===== src/rtl/alu_share_arbiter.sv =====
// Round-robin arbiter that lets two execution FSMs share one vector ALU.
// It captures requests, issues one ALU operation at a time and routes the results back to the owner.
module alu_share_arbiter #(
    parameter int WIDTH    = 32,
    parameter int OP_WIDTH = 16
) (
    input  logic                  Clock,
    input  logic                  Reset,
    input  logic                  iReq0,
    input  logic                  iReq1,
    input  logic [OP_WIDTH-1:0]   iOp0,
    input  logic [OP_WIDTH-1:0]   iOp1,
    input  logic [6*WIDTH-1:0]    iOperands0,
    input  logic [6*WIDTH-1:0]    iOperands1,
    output logic                  oALUTrigger,
    output logic [OP_WIDTH-1:0]   oALUOperation,
    output logic [6*WIDTH-1:0]    oALUOperands,
    input  logic                  iALUOutputReady,
    input  logic [3*WIDTH-1:0]    iALUResult,
    input  logic                  iALUBranchTaken,
    input  logic                  iALUBranchNotTaken,
    output logic [3*WIDTH-1:0]    oResult,
    output logic                  oBranchTaken,
    output logic                  oBranchNotTaken,
    output logic                  oDone0,
    output logic                  oDone1,
    output logic                  oBusy0,
    output logic                  oBusy1,
    output logic                  oError
);

    typedef enum logic [1:0] {
        IDLE  = 2'd0,
        ISSUE = 2'd1,
        WAIT  = 2'd2
    } state_t;

    state_t state;
    state_t state_next;

    logic                pending0;
    logic                pending1;
    logic [OP_WIDTH-1:0] op0;
    logic [OP_WIDTH-1:0] op1;
    logic [6*WIDTH-1:0]  operands0;
    logic [6*WIDTH-1:0]  operands1;
    logic                prio;
    logic                owner;
    logic                grant;
    logic                winner;
    logic                complete;
    logic                in_flight0;
    logic                in_flight1;
    logic                accept0;
    logic                accept1;
    logic                protocol_error;

    assign in_flight0 = (state != IDLE) && !owner;
    assign in_flight1 = (state != IDLE) && owner;

    // A request landing on the oDone cycle is accepted, so the done pulse is not part of "occupied".
    assign accept0 = iReq0 && !pending0 && !in_flight0;
    assign accept1 = iReq1 && !pending1 && !in_flight1;

    assign protocol_error = (iReq0 && !accept0) || (iReq1 && !accept1) ||
                            (iALUOutputReady && (state != WAIT));

    assign oBusy0 = pending0 | in_flight0 | oDone0;
    assign oBusy1 = pending1 | in_flight1 | oDone1;

    always_ff @(posedge Clock) begin
        if (Reset) begin
            state <= IDLE;
        end else begin
            state <= state_next;
        end
    end

    always_comb begin
        state_next  = state;
        grant       = 1'b0;
        winner      = 1'b0;
        complete    = 1'b0;
        oALUTrigger = 1'b0;
        unique case (state)
            IDLE: begin
                if (pending0 || pending1) begin
                    grant      = 1'b1;
                    winner     = (pending0 && pending1) ? prio : pending1;
                    state_next = ISSUE;
                end
            end
            ISSUE: begin
                oALUTrigger = 1'b1;
                state_next  = WAIT;
            end
            WAIT: begin
                if (iALUOutputReady) begin
                    complete   = 1'b1;
                    state_next = IDLE;
                end
            end
            default: state_next = IDLE;
        endcase
    end

    always_ff @(posedge Clock) begin
        if (Reset) begin
            pending0        <= 1'b0;
            pending1        <= 1'b0;
            op0             <= '0;
            op1             <= '0;
            operands0       <= '0;
            operands1       <= '0;
            prio            <= 1'b0;
            owner           <= 1'b0;
            oALUOperation   <= '0;
            oALUOperands    <= '0;
            oResult         <= '0;
            oBranchTaken    <= 1'b0;
            oBranchNotTaken <= 1'b0;
            oDone0          <= 1'b0;
            oDone1          <= 1'b0;
            oError          <= 1'b0;
        end else begin
            oDone0 <= 1'b0;
            oDone1 <= 1'b0;

            if (accept0) begin
                pending0  <= 1'b1;
                op0       <= iOp0;
                operands0 <= iOperands0;
            end
            if (accept1) begin
                pending1  <= 1'b1;
                op1       <= iOp1;
                operands1 <= iOperands1;
            end

            // A grant only ever clears a set pending flag, so it never collides with a same-slot accept.
            if (grant) begin
                owner <= winner;
                if (winner) begin
                    oALUOperation <= op1;
                    oALUOperands  <= operands1;
                    pending1      <= 1'b0;
                end else begin
                    oALUOperation <= op0;
                    oALUOperands  <= operands0;
                    pending0      <= 1'b0;
                end
            end

            if (complete) begin
                oResult         <= iALUResult;
                oBranchTaken    <= iALUBranchTaken;
                oBranchNotTaken <= iALUBranchNotTaken;
                oDone0          <= !owner;
                oDone1          <= owner;
                prio            <= ~owner;
            end

            if (protocol_error) begin
                oError <= 1'b1;
            end
        end
    end

endmodule


===== config.mk =====
export PLATFORM = sky130hd
export DESIGN_NAME = alu_share_arbiter
export DESIGN_NICKNAME = d
export VERILOG_FILES = /design/src/rtl/alu_share_arbiter.sv
export SDC_FILE = /design/constraint.sdc
export NUM_CORES = 2
export LEC_CHECK = 0
export ABC_AREA = 1
export CORE_AREA = 4 4 324 326
export DETAILED_ROUTE_END_ITERATION = 8
export DIE_AREA = 0 0 328 330
export PLACE_DENSITY_LB_ADDON = 0.15
export SYNTH_ARGS = -nofsm -noshare
export SYNTH_HDL_FRONTEND = slang
export SYNTH_SLANG_ARGS = --single-unit

===== constraint.sdc =====
create_clock -name Clock -period 1.6 [get_ports Clock]
set_clock_uncertainty 0.15 [all_clocks]
set_input_delay 0.24 -clock Clock [delete_from_list [all_inputs] [get_ports Clock]]
set_output_delay 0.24 -clock Clock [all_outputs]
set_load 0.01 [all_outputs]

==> Implementation_results.wiki <==
{| class="wikitable"
! Metric !! Value
|-
| Outcome || finished with violations
|-
| Failing checks || setup timing
|-
| Routed wl met2 || 71,100 um
|-
| Num rows || roughly 120
|-
| Number of H-tree levels || 3
|-
| Yosys top cell area share || 0.506
|-
| Share of the yosys chip area belonging to registers || 0.506
|-
| Net count, final || roughly 5,600
|-
| Number of DRC markers in iteration 0 || 2,354
|-
| Category of the worst setup path capture point || output pin
|-
| Number of library cell types mapped by synthesis || 22
|-
| Number of warnings issued by yosys || 0
|-
| Fraction of power consumed by sequential logic || 0.354
|-
| Hold-critical path depth || 3
|-
| Area leader, netlist || sky130_fd_sc_hd__dfxtp_1
|-
| Sw frac || 0.332
|-
| Final period demand of the worst path || roughly 2.0 ns
|-
| Detailed-route DRC error count || 0
|-
| Count of clock tree sinks || about 730
|-
| Filler instances || approximately 10,000
|-
| DRT Pass-1 Iters || 6
|-
| Total via count in the routed design || around 32,000
|-
| Global-route congestion overflow total || 0
|-
| Slew at the pin with the worst max-slew slack || 0.477 ns
|-
| Ratio of cells with drive above 1 in the final layout || 0.231
|-
| Power Dens Cells || around 1300 mW/mm^2
|-
| Cell count after synthesis || ~3,900
|-
| Fraction of registers with async set or reset after synthesis || 0
|-
| Starting Density || 0.284
|-
| Startpoint-to-endpoint class of the critical path || reg2out
|-
| Pin count of the biggest net entering global routing || between 70 and 80
|-
| Number of buffers created by CTS || 86
|-
| Leading register cell type out of synthesis || sky130_fd_sc_hd__dfxtp_1
|-
| Total routed wirelength || 146,000 um
|-
| PnR Total Power || 0.0622 W
|-
| Residual antenna-violating net count after detailed routing || 0
|-
| Worst-case clock buffer depth || 3
|-
| Leading post-synthesis cells by cell area || sky130_fd_sc_hd__dfxtp_1 51%, sky130_fd_sc_hd__nand3_1 11%, sky130_fd_sc_hd__nand2_1 11%
|-
| Number of antenna violations at the first check in global routing || 15
|-
| Unrepaired setup endpoints after global routing || yes
|-
| Clock tree from TritonCTS || yes
|-
| Setup TNS || -116.03 ns
|-
| Net count of the mapped netlist || between 4,000 and 5,000
|-
| Weighted congestion at the end of routability-driven global placement || 0.848
|-
| Highest net fanout along the worst path || 3
|-
| Count of max-cap constraint violations || 0
|-
| Final critical-path setup slack || -0.415 ns
|-
| Maximum clock rate || 496 MHz
|-
| Required time at the worst-slack endpoint || between 1 and 1.5 ns
|-
| Part of the power in combinational logic || 0.330
|-
| Global-route wire length before repair || around 200,000 um
|-
| Switching power of the nets || approximately 0.021 W
|-
| Max-slew headroom || 0.682
|-
| Setup violators final || ~630
|-
| Overall die height || between 300 and 400 um
|-
| Portion of the clock cycle consumed by the worst path in the final layout || 1.26
|-
| Final Hold Viols || 0
|-
| Cell area after technology mapping || 0.0289 mm^2
|-
| Post-Synthesis Mean Instance Area || 7.36 um^2
|-
| Layout-stage area growth over the synthesis result || 66.1%
|-
| Global-route usage over all layers || 0.247
|-
| Worst Reg-to-Reg Cells || 11
|-
| Clock slew at reported path FFs || about 0.060 ns
|-
| Total die area || ~0.11 mm^2
|-
| Static leakage power || about 21 nW
|-
| Buffers added on ports || 830
|-
| Number of pins exceeding their max-slew limit in the final report || 0
|-
| Synthesis-stage register bit count || 731
|-
| Top routing layer in use || met5
|-
| Core outline area || approximately 0.10 mm^2
|-
| Average via count per standard cell || approximately 5
|-
| Number of synthesized flops with an enable pin || 0
|-
| CTS Root Cell || sky130_fd_sc_hd__clkbuf_16
|-
| Boundary pin count || about 830
|-
| Routed wirelength normalized by instance count || 22.5 um
|-
| Detail Placement HPWL || about 96,000 um
|-
| Clock latency of the later-clocked register in the worst-skew pair || ~0.67 ns
|-
| Data arrival time of the critical path || roughly 1.6 ns
|-
| Met3 wire length || ~10,000 um
|-
| M1 WL || about 60,000 um
|-
| Floorplan die width || between 300 and 400 um
|-
| Worst hold path class || in2reg
|-
| Via count of the first global-routing pass || between 30,000 and 40,000
|-
| Utilization after layout || 0.472
|-
| Clock share of power || 0.316
|-
| Setup crit start kind || flip-flop
|-
| Worst IR Drop VDD || slightly below 0.0008 V
|-
| Internal power || between 0.04 and 0.05 W
|}
-- Yosys cell counts (2+ instances only) --
cell type	n
sky130_fd_sc_hd__inv_1	215
sky130_fd_sc_hd__nand2_1	833
sky130_fd_sc_hd__inv_2	5
sky130_fd_sc_hd__buf_1	22
sky130_fd_sc_hd__a21oi_1	310
sky130_fd_sc_hd__buf_6	2
sky130_fd_sc_hd__buf_2	146
sky130_fd_sc_hd__nor2_1	424
sky130_fd_sc_hd__nand3_1	628
sky130_fd_sc_hd__dfxtp_1	731
sky130_fd_sc_hd__nand4_1	208
sky130_fd_sc_hd__o21ai_0	209
sky130_fd_sc_hd__clkbuf_1	161
sky130_fd_sc_hd__buf_4	23
sky130_fd_sc_hd__nand2_2	2
-- routing by layer --
metal  up-vias  global-route usage
li1      15300                   -
met1     15200               0.304
met2      1304               0.428
met4        14              0.0801
met5         -                   0
met3       251              0.0538
-- critical path, stage by stage (launching register included) --
cell and delay, ns:
sky130_fd_sc_hd__dfxtp_4 0.36, sky130_fd_sc_hd__o21ai_4 0.14, sky130_fd_sc_hd__nand2_2 0.09, sky130_fd_sc_hd__or2_4 0.24
sky130_fd_sc_hd__buf_6 0.13
-- flip-flops by register name, indices dropped and copies added (netlist names) --
register,cells
oALUOperands,192
oALUOperation,16
oBranchNotTaken,1
oBranchTaken,1
oDone0,1
oDone1,1
oError,1
oResult,96
op0,16
op1,16
operands0,192
operands1,192
owner,1
pending0,1
pending1,1
prio,1
state,2
-- power by group through the flow --
stage | logic [W] | registers (W) | clock network [W]
after CTS | 0.0180 | 0.0219 | 0.0201
after detailed placement | 0.0162 | 0.0222 | 0
after global placement | 0.0161 | 0.0221 | 0
final | 0.0205 | 0.0220 | 0.0196
after global routing | 0.0220 | 0.0222 | 0.0207
after floorplan | 0.00722 | 0.0221 | 0
-- cell type report --
| type | instances | area [um^2] | area share |
|---|---|---|---|
| flip-flops and latches | 731 | 14900 | 0.310 |
| repair buffers | 1376 | 14800 | 0.308 |
| multi-input cells | 2620 | 12900 | 0.269 |
| clock buffers | 130 | 2470 | 0.0514 |
| well taps | 1368 | 1710 | 0.0357 |
| inverters | 221 | 877 | 0.0183 |
| clock inverters | 26 | 305 | 0.00636 |
| repair inverters | 1 | 16.3 | 0.000339 |
| diodes | 5 | 12.5 | 0.000261 |
-- worst paths after layout --
check	startpoint	endpoint	slack, ns
setup / recovery	state[0]	oBusy0	-0.41
setup reg to reg	pending1	operands1[152]	-0.33
hold / removal	iOperands0[77]	operands0[77]	0.04
hold reg to reg	operands1[159]	operands1[159]	0.31
-- layout by cell type (no fill, tap or decap), drive strengths merged --
cell,count
a21oi,310
buf,665
bufbuf,3
bufinv,4
clkbuf,160
clkdlybuf4s50,517
clkinv,21
dfxtp,731
diode,5
dlygate4sd3,161
inv,223
nand2,835
nand3,628
nand3b,1
nand4,208
nor2,426
o21a,1
o21ai,210
or2,1
-- stage by stage --
| stage | worst slack (ns) | std cells | hold WS, ns | area [um^2] |
|---|---|---|---|---|
| finish | -0.415 | 6478 | 0.0432 | 48000 |
| global route | -0.501 | 6474 | 0.0184 | 48000 |
| CTS | -0.496 | 6426 | 0.000515 | 45900 |
| detailed placement | -0.564 | 6038 | 0.301 | 40700 |
| global placement | -0.590 | 6038 | 0.298 | 40700 |
| floorplan | 0.0686 | 3926 | 0.233 | 28900 |
-- repair_timing --
| action | in CTS | in global routing |
|---|---|---|
| setup endpoints to repair | 925 | 740 |
| pin swaps | 44 | 84 |
| hold buffers | 160 | 1 |
| setup buffers | 49 | 22 |
| cloned | 26 | 36 |
| resized for setup | 1706 | 333 |
| hold endpoints to repair | 278 | 1 |
-- kinds of logic after synthesis --
family | synth area share
simple gates | 0.319
flops | 0.506
buf+inv | 0.0845
compound gates | 0.0905
Note: power is estimated with default switching activity, not from simulation.
